===== src/rtl/irrigation_mode_fsm.sv =====
// rtl/irrigation_mode_fsm.sv - irrigation mode controller: sensor conditioning, mode FSM, tank fill valve
module irrigation_mode_fsm #(
    parameter int DEBOUNCE_CYCLES = 4,
    parameter int MIN_ON_CYCLES   = 16,
    parameter int MAX_ON_CYCLES   = 200,
    parameter int COOLDOWN_CYCLES = 8,
    parameter int CNT_W           = 8
) (
    input  logic       clk,
    input  logic       rst_n,
    input  logic       enable,
    input  logic       lvl_l,
    input  logic       lvl_m,
    input  logic       lvl_h,
    input  logic       soil_dry,
    input  logic       temp_high,
    output logic [1:0] sel,
    output logic       sprinkler_en,
    output logic       drip_en,
    output logic       fill_valve,
    output logic       alarm
);

    typedef enum logic [1:0] {
        ST_IDLE     = 2'b00,
        ST_SPRINKLE = 2'b01,
        ST_DRIP     = 2'b10,
        ST_FAULT    = 2'b11
    } state_t;

    localparam int NS   = 5;
    localparam int DB_W = 4;

    localparam logic [DB_W-1:0]  DB_LAST     = DB_W'(DEBOUNCE_CYCLES - 1);
    localparam logic [CNT_W-1:0] ON_MAX_LAST = CNT_W'(MAX_ON_CYCLES - 1);
    localparam logic [CNT_W-1:0] ON_MIN_LAST = CNT_W'(MIN_ON_CYCLES - 1);
    localparam logic [CNT_W-1:0] COOL_LOAD   = CNT_W'(COOLDOWN_CYCLES);
    localparam logic [CNT_W-1:0] CNT_SAT     = '1;

    // Sensor bit order: 0 lvl_l, 1 lvl_m, 2 lvl_h, 3 soil_dry, 4 temp_high
    logic [NS-1:0]   raw;
    logic [NS-1:0]   sync1;
    logic [NS-1:0]   sync2;
    logic [NS-1:0]   filt;
    logic [DB_W-1:0] db_cnt [NS];
    logic            en_s1;
    logic            en_s2;

    state_t          state;
    state_t          next_state;
    logic [CNT_W-1:0] on_cnt;
    logic [CNT_W-1:0] cooldown;
    logic            fill_q;

    logic lvl_l_f;
    logic lvl_m_f;
    logic lvl_h_f;
    logic soil_dry_f;
    logic temp_high_f;
    logic incons;
    logic watering;
    logic next_watering;

    assign raw = {temp_high, soil_dry, lvl_h, lvl_m, lvl_l};

    assign lvl_l_f     = filt[0];
    assign lvl_m_f     = filt[1];
    assign lvl_h_f     = filt[2];
    assign soil_dry_f  = filt[3];
    assign temp_high_f = filt[4];

    // A higher probe reading water while a lower one reads dry means a broken probe
    assign incons = (lvl_h_f & ~lvl_m_f) | (lvl_m_f & ~lvl_l_f);

    assign watering      = (state == ST_SPRINKLE) || (state == ST_DRIP);
    assign next_watering = (next_state == ST_SPRINKLE) || (next_state == ST_DRIP);

    // Two-stage synchronizers for all asynchronous inputs
    always_ff @(posedge clk or negedge rst_n) begin
        if (!rst_n) begin
            sync1 <= '0;
            sync2 <= '0;
            en_s1 <= 1'b0;
            en_s2 <= 1'b0;
        end else begin
            sync1 <= raw;
            sync2 <= sync1;
            en_s1 <= enable;
            en_s2 <= en_s1;
        end
    end

    // Filtered value follows the synchronized one only after a run of disagreeing edges
    always_ff @(posedge clk or negedge rst_n) begin
        if (!rst_n) begin
            filt <= '0;
            for (int i = 0; i < NS; i++) begin
                db_cnt[i] <= '0;
            end
        end else begin
            for (int i = 0; i < NS; i++) begin
                if (sync2[i] == filt[i]) begin
                    db_cnt[i] <= '0;
                end else if (db_cnt[i] == DB_LAST) begin
                    filt[i]   <= sync2[i];
                    db_cnt[i] <= '0;
                end else begin
                    db_cnt[i] <= db_cnt[i] + 1'b1;
                end
            end
        end
    end

    // Next-mode decision; fault detection outranks every other rule
    always_comb begin
        next_state = state;
        if (incons) begin
            next_state = ST_FAULT;
        end else begin
            case (state)
                ST_IDLE: begin
                    if (en_s2 && soil_dry_f && lvl_l_f && (cooldown == '0)) begin
                        next_state = temp_high_f ? ST_DRIP : ST_SPRINKLE;
                    end
                end
                ST_SPRINKLE, ST_DRIP: begin
                    if (!en_s2 || !lvl_l_f) begin
                        next_state = ST_IDLE;
                    end else if (on_cnt == ON_MAX_LAST) begin
                        next_state = ST_IDLE;
                    end else if (!soil_dry_f && (on_cnt >= ON_MIN_LAST)) begin
                        next_state = ST_IDLE;
                    end
                end
                ST_FAULT: begin
                    if (!en_s2) begin
                        next_state = ST_IDLE;
                    end
                end
                default: next_state = ST_IDLE;
            endcase
        end
    end

    // Mode register, on-time and cooldown counters, hysteretic fill valve
    always_ff @(posedge clk or negedge rst_n) begin
        if (!rst_n) begin
            state    <= ST_IDLE;
            on_cnt   <= '0;
            cooldown <= '0;
            fill_q   <= 1'b0;
        end else begin
            state <= next_state;

            if (!watering && next_watering) begin
                on_cnt <= '0;
            end else if (watering && (on_cnt != CNT_SAT)) begin
                on_cnt <= on_cnt + 1'b1;
            end

            if (next_state == ST_FAULT) begin
                cooldown <= '0;
            end else if (watering && (next_state == ST_IDLE)) begin
                cooldown <= COOL_LOAD;
            end else if ((state == ST_IDLE) && (cooldown != '0)) begin
                cooldown <= cooldown - 1'b1;
            end

            if (next_state == ST_FAULT) begin
                fill_q <= 1'b0;
            end else if (!lvl_m_f) begin
                fill_q <= 1'b1;
            end else if (lvl_h_f) begin
                fill_q <= 1'b0;
            end
        end
    end

    // Outputs decode the mode register only, so reset clears them immediately
    assign sel          = state;
    assign sprinkler_en = (state == ST_SPRINKLE);
    assign drip_en      = (state == ST_DRIP);
    assign alarm        = (state == ST_FAULT);
    assign fill_valve   = fill_q;

endmodule


===== config.mk =====
export PLATFORM = sky130hd
export DESIGN_NAME = irrigation_mode_fsm
export DESIGN_NICKNAME = d
export VERILOG_FILES = /design/src/rtl/irrigation_mode_fsm.sv
export SDC_FILE = /design/constraint.sdc
export NUM_CORES = 1
export LEC_CHECK = 0
export BUFFER_PORTS_ARGS = -buffer_cell sky130_fd_sc_hd__buf_4
export CORE_UTILIZATION = 30
export CTS_BUF_LIST = sky130_fd_sc_hd__clkbuf_16
export DETAILED_ROUTE_END_ITERATION = 12
export GPL_TIMING_DRIVEN = 0
export PLACE_DENSITY = 0.55
export RECOVER_POWER = 25
export SETUP_SLACK_MARGIN = 0.3
export SLEW_MARGIN = 20
export SYNTH_ARGS = -nofsm -noshare
export SYNTH_HDL_FRONTEND = slang
export SYNTH_SLANG_ARGS = --single-unit

===== constraint.sdc =====
create_clock -name clk -period 2.9 [get_ports clk]
set_input_delay 0 -clock clk [delete_from_list [all_inputs] [get_ports clk]]
set_output_delay 0 -clock clk [all_outputs]
set_load 0.005 [all_outputs]

==> results.toml, run 1 <==
[timing]
rsz0062_at_grt = "true"
slew-limit-headroom_pct = 7.43
fin_crit_ns = 2.46
fmax_mhz = 406
fin_skew_ns = 0.00446
setup_tns_ns = 0
final-setup-viol-count = 0
final_hold_viol_count = 0
fin_crit_sh_pct = 84.9
tightestPinTransition_ns = 1.39
report.final.slew_viol_count = 0

[critical_path]
crit_path_cell_trace = "inv_2 > ha_2 > or3b_4 > nor3_4 > mux2_4 > a21o_1 > ha_4 > nor2b_4 > a41o_1 > nor2_1"
required_ns = 3.12
timing.rr.start = "cooldown[0]"
worst_ep_arrival_time_ns = 2.69
startpoint = "cooldown[0]"
crit_path_max_fanout = 4
end_kind = "register"
slowest_stage = "dfrtp_1"
cpPeakStageDelay_ns = 0.39
critical_path_class = "register to register"
worstSetupStartpointType = "register"

[yosys]
synth-edff-count = 0
syn-cell-area_um2 = 2540
synthFlopType = "dfrtp_1"
ys_ff_latch = 56
syn_inst = 223
synth_common_cells = "56 x dfrtp_1, 19 x nor2_1, 16 x a21oi_1, 14 x ha_1, 13 x nand2_1"
synth.avg_cell_area_um2 = 11.4
yosysMostFrequentCell = "dfrtp_1"
yosysWarnings = 0
seq_area_frac_synth_pct = 55.2
syn_nets = 245
synth_cell_types = 34
synth_top_area_cell = "dfrtp_1"
synthTopCellsByArea = "dfrtp_1 55%, ha_1 6.9%, a21oi_1 3.2%, xnor2_1 3.1%, nor2_1 2.8%"
yosysTopAreaCellShare_pct = 55.2
async_reset_ff_share_pct = 100

[clock_network]
cts-root-buf = "clkbuf_16"
clk-insertion-delay-late_ns = 0.29
clockBufferDepth = 2
path_clk_slew_ns = 0.07
tritoncts = "yes"
cts-buffers-inserted = 5
cts.sinks = 56
ctsHtreeMaxLevel = 2

[routing]
dr.first_iter.drc_count = 50
dr_total_vias = 1717
ant_nets = 0
drt-wirelength-per-cell_um = 12.1
drc = 0
routed_wl_mm = 4.33
firstDrtPassIters = 4
viasPerCell = 4.78

[hold_path]
min_from = "sync1[1]"
hold_class = "register to register"

[final_layout]
nets = 275
drive_above_1_share_pct = 16.9
synthToLayoutAreaGrowth_pct = 21.0
finalNonFillerCells = 359
diodes = 0
fillCellCount = 815

[floorplanning]
pin_count = 14
die-area_um2 = 8830
die_y_um = 94.0
die_width_um = 94.0
rows = 33
floorplan.initialDensity_pct = 30.9
fp.coreArea_um2 = 8220

[pwr]
power.density_nw_per_um2 = 1030
power_leakage_nw = 1.36
peakVddDrop_v = 0.000294
finalPower_mw = 3.17

[global_routing]
grt_pass1_wl_mm = 7.73
grt_max_degree = 57
grt.total_usage_pct = 11.2
antenna_found_initial = 0
grt_pass1_vias = 1702
overflow = 0

[run_status]
status = "finished clean"

[place]
gp_congestion = 0.809
port_buffers = 13
dp_cells = 341
hpwl_mm = 2.95

[job]
cap_violations = 0
==> routing by layer <==
layer,vias up,GRT usage [%],part of all wire (%)
li1,853,-,-
met4,0,5.00,1.8
met3,8,2.67,3.1
met2,26,16.8,43
met1,830,15.3,52
met5,-,0,0
==> power by group <==
group          internal (mW)  switching [mW]
Clock                  0.408           0.272
Combinational          0.632           0.716
Sequential             0.968           0.174
Total                   2.01            1.16
==> state kept, by name (all words and copies together) (netlist names) <==
signal / count
cooldown: 8
sel: 2
db_cnt: 20
filt: 5
on_cnt: 8
en_s2: 1
en_s1: 1
fill_valve: 1
sync2: 5
sync1: 5
==> per-stage QoR <==
stage	setup slack, ns	utilization, %	hold WS (ns)	cell area (µm²)
floorplan	0.337	-	-0.296	2540
global placement	0.111	33.7	0.109	2770
detailed placement	0.126	33.7	0.110	2770
CTS	0.294	37.1	0.335	3050
global route	0.276	37.4	0.360	3070
finish	0.437	37.4	0.349	3070
==> logic make-up after synthesis <==
group	count (synthesis)	synth area share, %
xor+xnor	14	4.83
flops	56	55.2
mux	11	4.63
simple gates	85	18.3
buf+inv	8	1.18
fa+ha+maj	14	6.90
compound gates	35	8.92
==> placed cells by master (no fill, tap or decap), drive strengths merged, types with 2 or more instances in the layout <==
cell / synthesis / layout
dfrtp: 56 / 56
nor2: 19 / 19
a21oi: 16 / 16
clkbuf: 2 / 15
ha: 14 / 14
nand2: 13 / 13
xnor2: 9 / 9
nand3: 9 / 9
buf: 0 / 8
nor3: 8 / 8
inv: 6 / 8
nor3b: 7 / 7
dlygate4sd3: 0 / 7
nor2b: 7 / 7
nand2b: 6 / 6
o21ai: 6 / 6
mux2: 6 / 6
nand3b: 5 / 5
mux2i: 5 / 5
xor2: 5 / 5
nor4: 3 / 3
a21o: 3 / 3
nand4: 2 / 2
or3: 2 / 2
a2111oi: 2 / 2
a31oi: 2 / 2
a211oi: 2 / 2
==> worst paths after layout <==
| kind | endpoint | slack [ns] | cells past startpoint |
|---|---|---|---|
| worst max-delay path | on_cnt[7] | 0.44 | 10 |
| worst min-delay path | sync2[1] | 0.35 | 0 |
| worst max register to register | on_cnt[7] | 0.44 | 10 |
| worst min register to register | sync2[1] | 0.35 | 0 |
| max in group asynchronous | cooldown[4] | 1.41 | 2 |
| min in group asynchronous | db_cnt[5] | 0.55 | 2 |
==> worst max-delay path: cells and delay by family (launching register included) <==
family          cells  cell delay [ns]
compound gates      2             0.41
flops               1             0.39
mux                 1             0.33
buf+inv             1             0.07
fa+ha+maj           2             0.39
simple gates        4             0.80
==> area by class of cell <==
cell class	count	area (µm²)	share of cell area [%]
clock inverter	3	42.5	1.38
tap	105	131	4.28
inverter	6	22.5	0.733
multi-input combinational	159	1150	37.5
buffer	2	8.76	0.285
clock buffer	5	125	4.07
sequential	56	1400	45.6
timing repair buffer	23	188	6.11
==> what timing repair did <==
action	CTS	global route
pin swaps	2	3
buffers inserted	2	1
resized for setup	7	6
endpoints found under the setup margin	12	13
hold buffers	7	0
hold endpoints to repair	62	0
Note: power is estimated with default switching activity, not from simulation.
==> run 2, diff against run 1 <==
--- a/config.mk
+++ b/config.mk
@@ -5,6 +5,7 @@
 export SDC_FILE = /design/constraint.sdc
 export NUM_CORES = 1
 export LEC_CHECK = 0
+export ABC_AREA = 1
 export BUFFER_PORTS_ARGS = -buffer_cell sky130_fd_sc_hd__buf_4
 export CORE_UTILIZATION = 30
 export CTS_BUF_LIST = sky130_fd_sc_hd__clkbuf_16
==> constraint.sdc (replaced) <==
create_clock -name clk -period 2.3 [get_ports clk]
set_input_delay 0 -clock clk [delete_from_list [all_inputs] [get_ports clk]]
set_output_delay 0 -clock clk [all_outputs]
set_load 0.005 [all_outputs]
==> results.toml, run 2 <==
[floorplanning]
die_y_um = 95.8
fp.coreArea_um2 = 8380
rows = 33
die_width_um = 95.8
floorplan.initialDensity_pct = 31.5
die-area_um2 = 9180
pin_count = 14

[final_layout]
finalNonFillerCells = 438
reg.largest.list = "db_cnt x20, cooldown x8, on_cnt x8"
diodes = 0
synthToLayoutAreaGrowth_pct = 27.3
largest-register = "db_cnt"
drive_above_1_share_pct = 27.3
largest_register_ffs = 20
final_cell_mix = "56 x dfrtp_1, 49 x nand2_1, 42 x nor2_1"
fillCellCount = 834
design_area_um2 = 3360
final_common_cell = "dfrtp_1"
nets = 354

[yosys]
async_reset_ff_share_pct = 100
syn_nets = 308
synth-edff-count = 0
synth_top_area_cell = "dfrtp_1"
yosysTopAreaCellShare_pct = 53.1
seq_area_frac_synth_pct = 53.1
synthTopCellsByArea = "dfrtp_1 53%, nand2_1 8.2%, nor2_1 6.7%, ha_1 6.6%, inv_1 4.5%"
synth_mux_area_share_pct = 1.28
synth-xor-area-share_pct = 5.64
synth_top_family_by_area = "simple AND/OR/NAND/NOR gates"
synth_cell_types = 27
synth_compound_area_share_pct = 5.64
yosysWarnings = 0
synthAdderAreaFrac_pct = 6.63
yosysMostFrequentCell = "nand2_1"
syn_inst = 286
synthFlopType = "dfrtp_1"
synth.avg_cell_area_um2 = 9.24
synth_common_cells = "58 x nand2_1, 56 x dfrtp_1, 47 x nor2_1, 32 x inv_1, 20 x nand3_1"
ys_ff_latch = 56
syn-cell-area_um2 = 2640
synth-simple-area-share_pct = 22.5

[critical_path]
cp.depth = 15
cp_common_cell = "nand2_1"
worstSetupStartpointType = "register"
required_ns = 2.48
crit_path_cell_trace = "inv_2 > ha_4 > nand3_2 > nor2_1 > nand2_1 > nand2_2 > nand2_1 > nand2_1 > nor2_1 > ha_2 > nand2_4 > nand2_4 > inv_4 > nand2_2 > o21ai_1"
path_buf_inv = 2
worst_ep_arrival_time_ns = 2.17
cp_top_family = "simple AND/OR/NAND/NOR gates"
slowest_stage = "dfrtp_1"
cpPeakStageDelay_ns = 0.38
crit_path_max_fanout = 4
r2r_cells = 15
end_kind = "register"
critical_path_class = "register to register"

[clock_network]
clk-insertion-delay-late_ns = 0.29
cts-root-buf = "clkbuf_16"
cts.sinks = 56
tritoncts = "yes"
path_clk_slew_ns = 0.07
clockBufferDepth = 2
cts-buffers-inserted = 5
ctsHtreeMaxLevel = 2

[routing]
ant_nets = 0
viasPerCell = 4.37
dr_total_vias = 1914
firstDrtPassIters = 4
routed_wl_mm = 4.73
drc = 0
drt-wirelength-per-cell_um = 10.8
dr.first_iter.drc_count = 113

[place]
hpwl_mm = 3.02
place_area_um2 = 2870
dp_cells = 404
port_buffers = 13
dp_slack_ns = -0.0475
gp_congestion = 0.770

[timing]
fin_skew_ns = 0.00544
rsz0062_at_grt = "true"
final-setup-viol-count = 0
fin_crit_sh_pct = 86.3
fin_crit_ns = 1.99
fmax_mhz = 504
slew-limit-headroom_pct = 8.73
layout_setup_ws_ns = 0.314
setup_tns_ns = 0
tightestPinTransition_ns = 1.37
report.final.slew_viol_count = 0
final_hold_viol_count = 0

[pwr]
peakVddDrop_v = 0.000438
power.density_nw_per_um2 = 1310
power_leakage_nw = 1.61

[global_routing]
grt_pass1_vias = 1865
grt_pass1_wl_mm = 7.98
grt.total_usage_pct = 11.2
grt_max_degree = 57
antenna_found_initial = 0
overflow = 0

[run_status]
status = "finished clean"

[hold_path]
min_delay_path_depth = 0
hold_class = "register to register"

[job]
cap_violations = 0
==> run 2: cell types whose count changed after synthesis, sizes merged, moves of 5 or more <==
cell / delta
nor2b: -7
mux2i: -5
nand3: +13
nand2b: -6
inv: +28
nor3: -7
nor3b: -7
nor2: +32
nand2: +47
==> run 2: per-stage QoR <==
step	hold WS, ns	utilization (%)	power (mW)
detailed placement	0.110	34.3	3.10
finish	0.349	40.1	4.42
global placement	0.105	34.3	3.07
CTS	0.348	38.4	4.14
global route	0.357	40.1	4.80
floorplan	-0.296	-	2.69
==> run 2: metal layers <==
layer | share of wire, % | global-route usage, % | up-vias
met5 | 0 | 0 | -
met4 | 1.1 | 3.73 | 0
met3 | 2.3 | 2.45 | 4
met2 | 49 | 19.3 | 18
met1 | 47 | 14.0 | 901
li1 | - | - | 991
==> run 2: final cells by class <==
type | count | area, µm² | share of cell area (%)
Timing Repair Buffer | 39 | 308 | 9.16
Tap cell | 105 | 131 | 3.91
Clock buffer | 5 | 125 | 3.72
Buffer | 1 | 11.3 | 0.335
Clock inverter | 3 | 22.5 | 0.670
Sequential cell | 56 | 1400 | 41.7
Multi-Input combinational cell | 195 | 1230 | 36.7
Inverter | 34 | 130 | 3.87
==> run 2: report_power, final <==
part / internal (mW) / total, mW / switching [mW]
clock network: 0.408 / 0.762 / 0.354
logic: 0.966 / 2.20 / 1.23
registers: 1.24 / 1.46 / 0.218
==> run 2: worst paths after layout <==
path                               start         to  slack [ns]
worst max-delay path              sel[0]  on_cnt[5]        0.31
worst min-delay path            sync1[3]   sync2[3]        0.35
worst max register to register    sel[0]  on_cnt[5]        0.31
worst min register to register  sync1[3]   sync2[3]        0.35
max in group asynchronous          rst_n  on_cnt[4]        0.91
min in group asynchronous          rst_n  db_cnt[6]        0.56
==> run 2: what timing repair did <==
| action | CTS | global route |
|---|---|---|
| pin swaps | 9 | 18 |
| buffers inserted | 11 | 8 |
| hold buffers | 7 | 0 |
| setup endpoints to repair | 16 | 16 |
| resized for setup | 16 | 23 |
| endpoints found under the hold margin | 62 | 0 |
==> run 2: logic make-up (layout without fill, tap and decap cells) <==
group / Yosys count / in the layout
AOI/OAI and AO/OA: 23 / 23
muxes: 3 / 3
and+or+nand+nor: 138 / 138
buffers and inverters: 35 / 82
DFF: 56 / 56
adders and majority gates: 14 / 14
xor gates and xnor gates: 17 / 17
==> run 3, diff against run 2 <==
--- a/config.mk
+++ b/config.mk
@@ -5,7 +5,6 @@
 export SDC_FILE = /design/constraint.sdc
 export NUM_CORES = 1
 export LEC_CHECK = 0
-export ABC_AREA = 1
 export BUFFER_PORTS_ARGS = -buffer_cell sky130_fd_sc_hd__buf_4
 export CORE_UTILIZATION = 30
 export CTS_BUF_LIST = sky130_fd_sc_hd__clkbuf_16
==> results.toml, run 3 (synthesis gave the netlist of run 1 again) <==
[critical_path]
cpPeakStageDelay_ns = 0.57
cp_top_family = "simple AND/OR/NAND/NOR gates"
required_ns = 2.53
r2r_cells = 8
end_kind = "register"
critical_path_class = "register to register"
path_buf_inv = 0
r2r-end = "on_cnt[7]"
slowest_stage = "or4_4"
cp.depth = 8
crit_path_max_fanout = 4
crit_path_cell_trace = "or4_4 > nor3_4 > mux2_4 > a21o_1 > ha_4 > nor2b_4 > a41o_1 > nor2_1"
timing.rr.start = "cooldown[6]"
r2r_slack_ns = -0.13
worstSetupStartpointType = "register"
worst_ep_arrival_time_ns = 2.66

[floorplanning]
pin_count = 14
rows = 33
fp.coreArea_um2 = 8220
die_y_um = 94.0
floorplan.initialDensity_pct = 30.9
die-area_um2 = 8830
die_width_um = 94.0

[timing]
fin_crit_ns = 2.43
report.final.slew_viol_count = 0
final-setup-viol-count = 12
fin_skew_ns = 0.00879
fin_crit_sh_pct = 106
tightestPinTransition_ns = 1.39
slew-limit-headroom_pct = 7.55
layout_setup_ws_ns = -0.130
fmax_mhz = 412
final_hold_viol_count = 0
rsz0062_at_grt = "true"

[run_status]
violations = "negative setup slack"
status = "finished with violations"

[final_layout]
drive_above_1_share_pct = 25.3
diodes = 0
largest-register = "db_cnt"
fillCellCount = 805
synthToLayoutAreaGrowth_pct = 27.0
final-seq-area_um2 = 1400
finalNonFillerCells = 374
reg.largest.list = "db_cnt x20, cooldown x8, on_cnt x8"
final_cell_mix = "56 x dfrtp_1, 21 x buf_4, 16 x nor2_1"
nets = 290
largest_register_ffs = 20
multi_input_area_um2 = 1210
final_common_cell = "dfrtp_1"
design_area_um2 = 3220

[global_routing]
grt_pass1_wl_mm = 7.99
grt.total_usage_pct = 11.7
overflow = 0
antenna_found_initial = 0
grt_max_degree = 57
grt_pass1_vias = 1717

[place]
gp_congestion = 0.809
place_area_um2 = 2800
hpwl_mm = 2.87
dp_cells = 341
port_buffers = 13

[pwr]
power_leakage_nw = 1.42
power.density_nw_per_um2 = 1330
peakVddDrop_v = 0.000536
finalPower_mw = 4.30

[routing]
viasPerCell = 4.76
drc = 0
drt-wirelength-per-cell_um = 12.3
firstDrtPassIters = 4
dr.first_iter.drc_count = 63
routed_wl_mm = 4.59
dr_total_vias = 1779
ant_nets = 0

[job]
cap_violations = 0

[clock_network]
path_clk_slew_ns = 0.07
cts-buffers-inserted = 5
cts.sinks = 56
ctsHtreeMaxLevel = 2
cts-root-buf = "clkbuf_16"
clockBufferDepth = 2
tritoncts = "yes"
clk-insertion-delay-late_ns = 0.30

[hold_path]
min_delay_path_depth = 0
hold_class = "register to register"
min_from = "sync1[3]"
holdPathEnd = "sync2[3]"
-- run 3: area by class of cell --
type / count / area share, %
repair buffers: 38 / 9.55
inverters: 6 / 0.698
clock buffers: 5 / 3.88
multi-input cells: 159 / 37.4
flip-flops and latches: 56 / 43.5
well taps: 105 / 4.07
clock inverters: 3 / 0.621
plain buffers: 2 / 0.272
-- run 3: worst register-to-register path, cell delays in order (launching register included) --
cell	delay (ns)
dfrtp_1	0.40
or4_4	0.57
nor3_4	0.21
mux2_4	0.32
a21o_1	0.21
ha_4	0.25
nor2b_4	0.13
a41o_1	0.20
nor2_1	0.07
-- run 3: report_power, final --
group | switching, mW | internal [mW]
clock | 0.350 | 0.402
sequential | 0.224 | 1.22
combinational | 1.02 | 1.08
-- run 3: how the worst max path moves through the flow --
| stage | startpoint | endpoint | slack, ns |
|---|---|---|---|
| floorplan | cooldown[5] | on_cnt[7] | -0.06 |
| global placement | sel[1] | on_cnt[7] | -0.22 |
| detailed placement | sel[1] | cooldown[1] | -0.26 |
| CTS | cooldown[0] | on_cnt[7] | -0.16 |
| global route | cooldown[6] | on_cnt[7] | -0.23 |
| finish | cooldown[6] | on_cnt[7] | -0.13 |
-- run 3: routing by layer --
layer  global-route usage [%]  up-vias  wire, µm
li1                         -      874         -
met5                        0        -         0
met4                     6.54        0       117
met1                     15.8      873      2290
met3                     2.91       10       143
met2                     17.0       22      2040
-- run 3: timing repair --
| action | CTS | global route |
|---|---|---|
| setup endpoints to repair | 17 | 17 |
| resized for setup | 14 | 7 |
| hold buffers | 7 | 0 |
| buffers inserted | 7 | 11 |
| hold endpoints to repair | 62 | 0 |
| pin swaps | 12 | 6 |
-- run 3: through the flow --
stage	hold slack, ns	TNS [ns]	utilization, %	setup WS, ns
floorplan	-0.296	-0.0810	-	-0.0619
global placement	0.104	-2.28	34.1	-0.219
detailed placement	0.105	-2.86	34.1	-0.258
CTS	0.327	-0.533	38.0	-0.157
global route	0.357	-2.44	39.2	-0.233
finish	0.350	-0.755	39.2	-0.130
